==> src/rtl/if_id_stage.sv <==
`default_nettype none
// ---------------------------------------------------------------------------
// if_id_stage : PC, instruction fetch and IF/ID register with load-use stall,
//               ID-resolved redirect flush and saturating event counters.
// Revision    : 1.0
// ---------------------------------------------------------------------------
module if_id_stage #(
   parameter logic [31:0] RESET_PC = 32'h0000_0000,
   parameter logic [31:0] NOP      = 32'h0000_0000,
   parameter int          CNT_W    = 16
) (
   input  logic             clk,
   input  logic             reset,
   output logic [31:0]      imem_addr,
   input  logic [31:0]      imem_rdata,
   input  logic             imem_valid,
   input  logic             branch_taken,
   input  logic [31:0]      branch_target,
   input  logic             jump,
   input  logic [31:0]      jump_target,
   input  logic             mem_read_EX,
   input  logic [4:0]       rt_EX,
   output logic [31:0]      instr_ID,
   output logic [31:0]      pc4_ID,
   output logic [4:0]       rs_ID,
   output logic [4:0]       rt_ID,
   output logic [4:0]       rd_ID,
   output logic             id_bubble,
   output logic [CNT_W-1:0] stall_cnt,
   output logic [CNT_W-1:0] flush_cnt
);

   localparam logic [CNT_W-1:0] c_CNT_ONE = {{(CNT_W-1){1'b0}}, 1'b1};

   logic [31:0]      pc_q, pc_d;
   logic [31:0]      instr_q, instr_d;
   logic [31:0]      pc4_q, pc4_d;
   logic [CNT_W-1:0] stall_q, stall_d;
   logic [CNT_W-1:0] flush_q, flush_d;

   logic [31:0] w_pc_plus4;
   logic        w_hazard;
   logic        w_redirect;
   logic [31:0] w_target;

   assign w_pc_plus4 = pc_q + 32'd4;
   assign w_hazard   = mem_read_EX && (rt_EX != 5'd0) &&
                       ((rt_EX == instr_q[25:21]) || (rt_EX == instr_q[20:16]));
   assign w_redirect = branch_taken || jump;
   // Branch wins over jump; targets are forced to word alignment.
   assign w_target   = branch_taken ? {branch_target[31:2], 2'b00}
                                    : {jump_target[31:2], 2'b00};

   always_comb begin
      pc_d    = pc_q;
      instr_d = instr_q;
      pc4_d   = pc4_q;
      stall_d = stall_q;
      flush_d = flush_q;
      if (w_hazard) begin
         stall_d = (stall_q == {CNT_W{1'b1}}) ? stall_q : stall_q + c_CNT_ONE;
      end else if (w_redirect) begin
         pc_d    = w_target;
         instr_d = NOP;
         pc4_d   = 32'd0;
         flush_d = (flush_q == {CNT_W{1'b1}}) ? flush_q : flush_q + c_CNT_ONE;
      end else if (!imem_valid) begin
         instr_d = NOP;
         pc4_d   = 32'd0;
      end else begin
         pc_d    = w_pc_plus4;
         instr_d = imem_rdata;
         pc4_d   = w_pc_plus4;
      end
   end

   always_ff @(posedge clk) begin
      if (reset) begin
         pc_q    <= RESET_PC;
         instr_q <= NOP;
         pc4_q   <= 32'd0;
         stall_q <= '0;
         flush_q <= '0;
      end else begin
         pc_q    <= pc_d;
         instr_q <= instr_d;
         pc4_q   <= pc4_d;
         stall_q <= stall_d;
         flush_q <= flush_d;
      end
   end

   assign imem_addr = pc_q;
   assign instr_ID  = instr_q;
   assign pc4_ID    = pc4_q;
   assign rs_ID     = instr_q[25:21];
   assign rt_ID     = instr_q[20:16];
   assign rd_ID     = instr_q[15:11];
   assign id_bubble = w_hazard;
   assign stall_cnt = stall_q;
   assign flush_cnt = flush_q;

endmodule
`default_nettype wire
==> config.mk <==
export PLATFORM = sky130hd
export DESIGN_NAME = if_id_stage
export DESIGN_NICKNAME = d
export VERILOG_FILES = /design/src/rtl/if_id_stage.sv
export SDC_FILE = /design/constraint.sdc
export NUM_CORES = 1
export LEC_CHECK = 0
export CAP_MARGIN = 20
export CORE_MARGIN = 1.5
export CORE_UTILIZATION = 49
export CTS_BUF_LIST = sky130_fd_sc_hd__clkbuf_4 sky130_fd_sc_hd__clkbuf_8
export CTS_CLUSTER_DIAMETER = 120
export DETAILED_ROUTE_END_ITERATION = 16
export GPL_TIMING_DRIVEN = 0
export HOLD_SLACK_MARGIN = 0.02
export PLACE_DENSITY = 0.9
export SYNTH_ARGS = -nofsm -noshare
export SYNTH_HDL_FRONTEND = slang
export SYNTH_SLANG_ARGS = --single-unit
==> constraint.sdc <==
create_clock -name clk -period 3.2 [get_ports clk]
set_input_delay 0.48 -clock clk [delete_from_list [all_inputs] [get_ports clk]]
set_output_delay 0.48 -clock clk [all_outputs]
set_load 0.05 [all_outputs]
======== After elaboration in Yosys (flattened, before gate mapping) ========
Cells that the tools add are included.
operators by class
  equal/unequal tests ..................... 4
  bitwise operators ....................... 3
  reduce and logical (&&, ||, !) cells .... 9
  mux-type cells .......................... 7
  add/sub/neg operators ................... 3
operators by type and width
  operator                                        count
  2-to-1 mux 32 bit                               7
  adder 16 x 1 -> 16 bit (second input constant)  2
  adder 32 x 3 -> 32 bit (second input constant)  1
  equality test 16 bit (second input constant)    2
  equality test 5 bit                             2
  nonzero test 5 bit                              1
  AND reduction 2 bit                             2
  inverter 1 bit                                  3
  AND reduction 3 bit                             1
  logical AND 1 bit                               2
  logical OR 1 bit                                2
  nonzero test 2 bit                              1
storage, ports and cells
  output and inout port bits .............. 144
  bits in registers ....................... 128

======== Logic depth before layout (Yosys ltp) ========
Gate-level depths: netlist of the first run.
  word-level depth ........................ 5
  gate-level depth with buffers ........... 10
  mapped depth without buffers ............ 7

======== Worst setup path after synthesis of the first run ========
No wires, ideal clock.
  kind .................................... reg2out
  start point ............................. register instr_q[20], in the netlist instr_ID[20]
  end point ............................... output id_bubble
  arrival time ............................ 2.158 ns
  cell stages (with the launch flop) ...... 8
  required time ........................... 2.720 ns
  setup slack ............................. 0.562 ns
  cell sequence ........................... dfxtp_1 xnor2_1 nand3_1 o22ai_1 nand2_4 inv_4 buf_6 clkbuf_1
on the way
  longest elaborated chain between the ends .. 3
ends and longest elaborated chain
  item                      RTL line  RTL
  start: declaration        36        logic [31:0] instr_q, instr_d;
  start signal: assignment  86        instr_q <= instr_d;
  equality test 5 bit       48        ((rt_EX == instr_q[25:21]) || (rt_EX == instr_q[20:16]));
  logical OR 1 bit          48
  logical AND 1 bit         47        assign w_hazard = mem_read_EX && (rt_EX != 5'd0) &&
  end: declaration          28        output logic id_bubble,
Every way passes these cells.

======== Worst setup path after layout of the first run ========
  start point ............................. input rt_EX[0]
  end point ............................... output id_bubble
on the way
  longest elaborated chain between the ends .. 3
  elaborated cells between the ends (all ways) .. 6
  classes of those cells .................. eq/ne (2); reduce/logical (4)
ends and longest elaborated chain
  item                                                              RTL line  RTL
  start: declaration                                                22        input logic [4:0] rt_EX,
  equality test 5 bit / nonzero test 5 bit (equally long branches)  48, 47
  logical OR 1 bit / logical AND 1 bit (equally long branches)      48, 47
  logical AND 1 bit *                                               47
Mark *: on every way between the ends. The rest lies on a longest branch, timed or not.

==> out/results.ini, run 1 <==
[status]
status=finished, final reports clean

[detailed_routing]
ant_nets=0
avgViaCountPerCell=5.97
drc=0
drt_iter0_drc=852
num_vias=7495
wire_per_inst_um=18.2
wl_um=22900
dr.pass1.iters=9

[synth]
synth.distinct_cells=65
ys_seq_area_share_pct=39.0
ys_ff_latch=125
synth_top_cell_by_area=dfxtp_1
yosysWarningCount=0
synth_top_area_share_pct=39.0
synth_area_per_cell_um2=7.93
synth.area.top_cells=dfxtp_1 (39%), a21oi_1 (8.0%), nand3_1 (6.5%)
syn_area_mm2=0.00642
async_reset_ff_share_pct=0
synth_flop_cell=dfxtp_1
synth_edf_count=0
syn-instance-count=809

[worst_setup_path]
r2r_start=imem_addr[2]
r2r_setup_slack_ps=370
critPathKind=input pin to primary output
r2r-end=imem_addr[16]
cp-startpoint=rt_EX[0]
cp-start-kind=input pin
reg2reg_depth=7
required_ps=2720
critPathMaxFanout=19
cp.arrival_ps=2540
end_kind=primary output

[timing]
fmax_ghz=0.332
hold_viol=0
tightest_slew_ps=809
period_minus_slack_ps=3020
max-slew-margin-rel_pct=45.9
tns_ps=0
grt_setup_unrepaired=false
finalMaxSlewViolations=0
skew_ps=10.7
setup_violations=0
period_share_pct=94.3

[cts]
cts_tree=yes
cts_buffers=17
hold_buffers=0
htreeDepth=4
cts_root_buffer=clkbuf_8
clock_latency_ps=440
clock-sinks=125
cts_buffer_depth=2
clkTransAtPathRegs_ps=70
cts_setup_buffers=0

[global_route]
grt_pass1_wl_um=35800
grt_max_degree=20
groute.usage.overall_pct=32.3
grt_overflow_total=0
grt_antenna_before_repair=0
grt_pass1_vias=6993

[floorplanning]
num_rows=41
die_area_mm2=0.0138
start_util_pct=50.4
dieHeight_um=117
core_mm2=0.0127
ioPinCount=251
die_w_um=117

[pwr]
power_density_mw_per_mm2=402
p_leak_nw=3.23
ir_worst_vdd_v=0.000222

[layout]
nNetsFinal=1180
fin_util_pct=74.3
num_antenna_cells=0
syn2layout_area_growth_pct=47.3
layout-drive-gt1-share_pct=7.57

[min_path]
hp-start=pc4_ID[21]
min_path_type=flip-flop to flip-flop
holdPathStages=2
min_to=pc4_ID[21]

[place]
dp_hpwl_um=17300
place_congestion=0.967
io_buffers=242

[run]
drv_cap=0

[worst max path at each step]
stage | end | slack (ps) | cells past startpoint
after floorplan | id_bubble | 560 | 7
after global placement | id_bubble | -550 | 9
after CTS | id_bubble | 210 | 8
after detailed placement | id_bubble | -590 | 9
after global routing | id_bubble | 80 | 8
final | id_bubble | 180 | 8
[final cells by class]
type,instances,area (um^2)
multi-input cells,592,3470
fillers,992,3270
flip-flops and latches,125,2500
repair buffers,242,2420
plain buffers,81,399
clock buffers,21,283
well taps,172,215
clock inverters,11,116
inverters,11,43.8
[per-stage QoR]
step           hold slack, ps  cell area [um^2]  setup WS, ps  power (mW)  cells
4_1_cts                   453              9450           206        3.79   1255
3_3_place_gp              439              9060          -552        2.42   1224
5_1_grt                   471              9450          82.2        3.90   1255
6_report                  451              9450           184        3.80   1255
2_1_floorplan             632              6420           562        2.10    810
3_5_place_dp              443              9060          -594        2.43   1224
[layer usage]
metal / vias up / part of all wire (%) / wire [um] / global-route usage (%)
li1: 3448 / - / - / -
met5: - / 0 / 0 / 0
met1: 3474 / 38 / 8770 / 38.9
met4: 0 / 3.5 / 811 / 15.0
met3: 83 / 10 / 2400 / 7.25
met2: 490 / 48 / 10900 / 54.6
[cell usage after synthesis, drive strengths merged, types with 4 or more instances]
cell / count
and4: 8
nand4: 17
o21ai: 29
a222oi: 5
or3: 9
nor2b: 7
nor2: 41
nor4: 8
a31oi: 6
mux2i: 4
dfxtp: 125
o211ai: 6
o31ai: 16
clkbuf: 45
a211oi: 17
or4: 14
nor3: 10
inv: 10
nand3: 83
and2: 5
a221oi: 9
buf: 37
a22oi: 4
xor2: 12
mux2: 4
nand2: 101
xnor2: 28
and3: 12
a21oi: 102
[placed cells by master, fill, tap and decap left out, types with 12 or more instances in the layout]
cell type        instances
clkdlybuf4s50_1        241
dfxtp_1                125
a21oi_1                102
nand2_1                100
nand3_1                 83
clkbuf_1                44
nor2_1                  41
o21ai_0                 29
xnor2_1                 28
clkbuf_8                20
buf_4                   18
a211oi_1                17
buf_2                   16
nand4_1                 16
o31ai_1                 16
or4_1                   13
xor2_1                  12
and3_1                  12
[flip-flops by register name (all words and copies together) (netlist names)]
register / count
stall_cnt: 16
instr_ID: 32
imem_addr: 30
pc4_ID: 31
flush_cnt: 16
[power breakdown]
group          switching, mW  total, mW  internal, mW
Clock                  0.636       1.39         0.756
Combinational          0.434      0.734         0.301
Sequential            0.0722       1.68          1.60
[repair_timing]
item                                   CTS  global route
setup endpoints to repair                1             0
resized for setup                        3             0
endpoints found under the hold margin    0             0
[cell families (layout without fill, tap and decap cells)]
family                     after synthesis  after routing  synth area share [%]
AOI/OAI and AO/OA                      215            215                  20.8
xor gates and xnor gates                40             40                  5.46
and+or+nand+nor                        324            324                  25.8
buffers and inverters                   93            366                  6.96
adders and majority gates                3              3                 0.585
DFF                                    125            125                  39.0
muxes                                    8              8                  1.33
other                                    1              2                0.0584
[critical path: stages]
cell             delay (ps)
clkdlybuf4s50_1         590
xnor2_1                 160
nand3_1                 110
o22ai_1                 370
nand2_4                 110
inv_4                   120
buf_6                   200
clkdlybuf4s15_2         390
Note: power is estimated with default switching activity, not from simulation.
==> run 2, diff against run 1 <==
- SLEW_MARGIN: default -> 20
==> results of run 2 <==
No change in the layout: final DEF, timing and power equal those of run 1.
==> variant, RTL diff (settings of run 2) <==
Put one more register stage on the output `flush_cnt`, without a reset. The value now appears one clock later. The other outputs are not delayed to match.
--- a/src/rtl/if_id_stage.sv
+++ b/src/rtl/if_id_stage.sv
@@ -100,3 +100,5 @@
    assign stall_cnt = stall_q;
-   assign flush_cnt = flush_q;
+   always_ff @(posedge clk) begin
+      flush_cnt <= flush_q;
+   end
 
Check against the original RTL: not equivalent (a bounded check fails within 4 cycles, from zero or initial values and one cycle with reset high).
==> variant against run 2 <==
  * Highest routed layer unchanged
  * Core utilization shrank 0.41 points
  * Routed wire length rose by 11%
  * Clock power rose by 7%
  * Register-to-register slack improved by 0.18 ns
  * Power grew 8.6%
  * Sequential cell count is 16 higher
  * Non-clock buffer count grew 5
  * Final cell count increased by 2.7%
  * Count of clock-buffer cells in the layout fell by 4
  * Worst setup slack worse by 0.038 ns
  * Synthesized area grew 6.5%
  * Cell area grew 4.8%
  * Sequential share of layout area rose by 2.0 points
  * Critical endpoint unchanged
==> variant: results (changes against run 2) <==
| Metric | Value |
|---|---|
| FF-to-FF Start | `instr_ID[23]` |
| Largest net degree at the start of global routing | `23 (+15%)` |
| Max FFs per register | `32 (unchanged)` |
| First-pass GRT wire length | `38.96 mm (+8.8%)` |
| Worst Setup SP | `rt_EX[1]` |
| Tot GR Track Use | `34.48% (+2.2 points)` |
| Layout cell share with drive strength beyond 1 | `7.817% (+0.25 points)` |
| Layout fillers | `1001 (+0.91%)` |
| Worst skew pair latency | `between 0.4 and 0.5 ns` |
| Routed WL per cell | `19.78 um (+8.5%)` |
| Iter 0 DRT Violations | `1137 (+33%)` |
| Leakage | `3.484 nW (+8.0%)` |
| Routability congestion estimate | `0.9892 (+2.3%)` |
| WP data arrival | `2.57 ns (+0.03 ns)` |
| CP Max Fanout | `22 (+3)` |
| Hpwl dp | `18.82 mm (+8.8%)` |
| IO buf count | `244 (+0.83%)` |
| Placed Instances | `1260 (+2.9%)` |
| Post-Syn Area per Cell | `8.144 um^2 (+2.7%)` |
| FF-to-FF path depth | `9 (+2)` |
| R2R Setup Slk | `0.55 ns (+0.18 ns)` |
| Main area contributors after synthesis | `dfxtp_1 (41%), a21oi_1 (8.2%), nand3_1 (5.8%)` |
| Slowest-stage cell, CP | `or4_1` |
| Synth Warn # | `0 (unchanged)` |
| Sequential element share of the synthesized area | `41.31% (+2.3 points)` |
| Vias | `7846 (+4.7%)` |
| Crit path to | `id_bubble` |
| Outcome | `complete, no violations` |
| Total CTS buffers | `17 (unchanged)` |
| Vias in the first global route | `7462 (+6.7%)` |
| Fin nets | `1211 (+2.6%)` |
| Final non-filler cell total | `1289 (+2.7%)` |
| Hold WC Path Type | `reg -> reg` |
| Max_slew headroom | `48.71% (+2.8 points)` |
| Max incr delay on CP | `slightly below 0.6 ns` |
| DRT Pass-1 Iters | `7 (-2)` |
| # H-tree levels | `4 (unchanged)` |
| Clock Skew | `0.01239 ns (+0.001710 ns)` |
| Peak supply drop | `0.3032 mV (+37%)` |
| Yosys cell types | `67 (+3.1%)` |
| Post-synth top cells | `dfxtp_1 (141), a21oi_1 (112), nand2_1 (105)` |
| RR Endpoint | `flush_q[9]` |
| Placed cell area | `9499 um^2 (+4.9%)` |
variant: layer usage:
layer	vias to the layer above	routed length (um)	share of wire (%)	global-route usage (%)
met1	3633	9213	36	39.70
met3	115	3117	12	11.33
met4	0	1171	4.6	17.65
li1	3554	-	-	-
met2	544	12000	47	57.17
met5	-	0	0	0
variant: logic make-up (layout without fill, tap and decap cells):
group | count (synthesis) | after routing | share of synthesized area, %
XOR/XNOR | 40 | 40 | 5.127
AO/OA/AOI/OAI | 216 | 216 | 19.89
other | 1 | 2 | 0.05488
buffers and inverters | 99 | 372 | 6.903
flip-flops | 141 | 141 | 41.31
multiplexers | 11 | 11 | 1.758
adder cells (fa/ha/maj) | 3 | 3 | 0.5494
AND/OR/NAND/NOR | 328 | 328 | 24.41
variant: metrics by stage:
stage                     hold WS, ns  util, %  power (mW)  worst slack (ns)  TNS (ns)
after CTS                      0.3904    73.88       4.118           0.07208         0
after global placement         0.3776    70.89       2.650            -1.356    -16.27
after detailed placement       0.3805    70.89       2.660            -1.367    -19.20
after floorplan                0.3549        -       2.317            0.3570         0
final                          0.3876    73.90       4.127            0.1451         0
after global routing           0.4030    73.90       4.245           0.05644         0
variant: worst max-delay path: cells and delay by family:
kind,cells,cell delay [ns]
buffers and inverters,4,1.11
AO/OA/AOI/OAI,1,0.25
AND/OR/NAND/NOR,2,0.73
variant: timing repair:
| action | in CTS | in global routing |
|---|---|---|
| cloned | 0 | 0 |
| resized for setup | 4 | 2 |
| buffers inserted | 0 | 0 |
| endpoints found under the setup margin | 1 | 1 |
variant: worst min path at each step:
| stage | slack, ns | depth (start not counted) | start | to |
|---|---|---|---|---|
| floorplan | 0.35 | 0 | flush_q[14] | flush_cnt[14] |
| finish | 0.39 | 0 | flush_q[12] | flush_cnt[12] |
| global route | 0.40 | 0 | flush_q[12] | flush_cnt[12] |
| detailed placement | 0.38 | 0 | flush_q[15] | flush_cnt[15] |
| CTS | 0.39 | 0 | flush_q[15] | flush_cnt[15] |
| global placement | 0.38 | 0 | flush_q[14] | flush_cnt[14] |
variant: cell type report:
| cell class | instances | share of cell area [%] |
|---|---|---|
| Buffer | 84 | 4.195 |
| Clock buffer | 17 | 2.363 |
| Inverter | 13 | 0.5180 |
| Multi-Input combinational cell | 600 | 35.83 |
| Timing Repair Buffer | 244 | 24.67 |
| Sequential cell | 141 | 28.50 |
| Tap cell | 176 | 2.224 |
| Clock inverter | 14 | 1.693 |
variant: power by group:
group	switching (mW)	total, mW	internal [mW]
Clock	0.718	1.49	0.769
Sequential	0.0767	1.88	1.81
Combinational	0.455	0.759	0.303
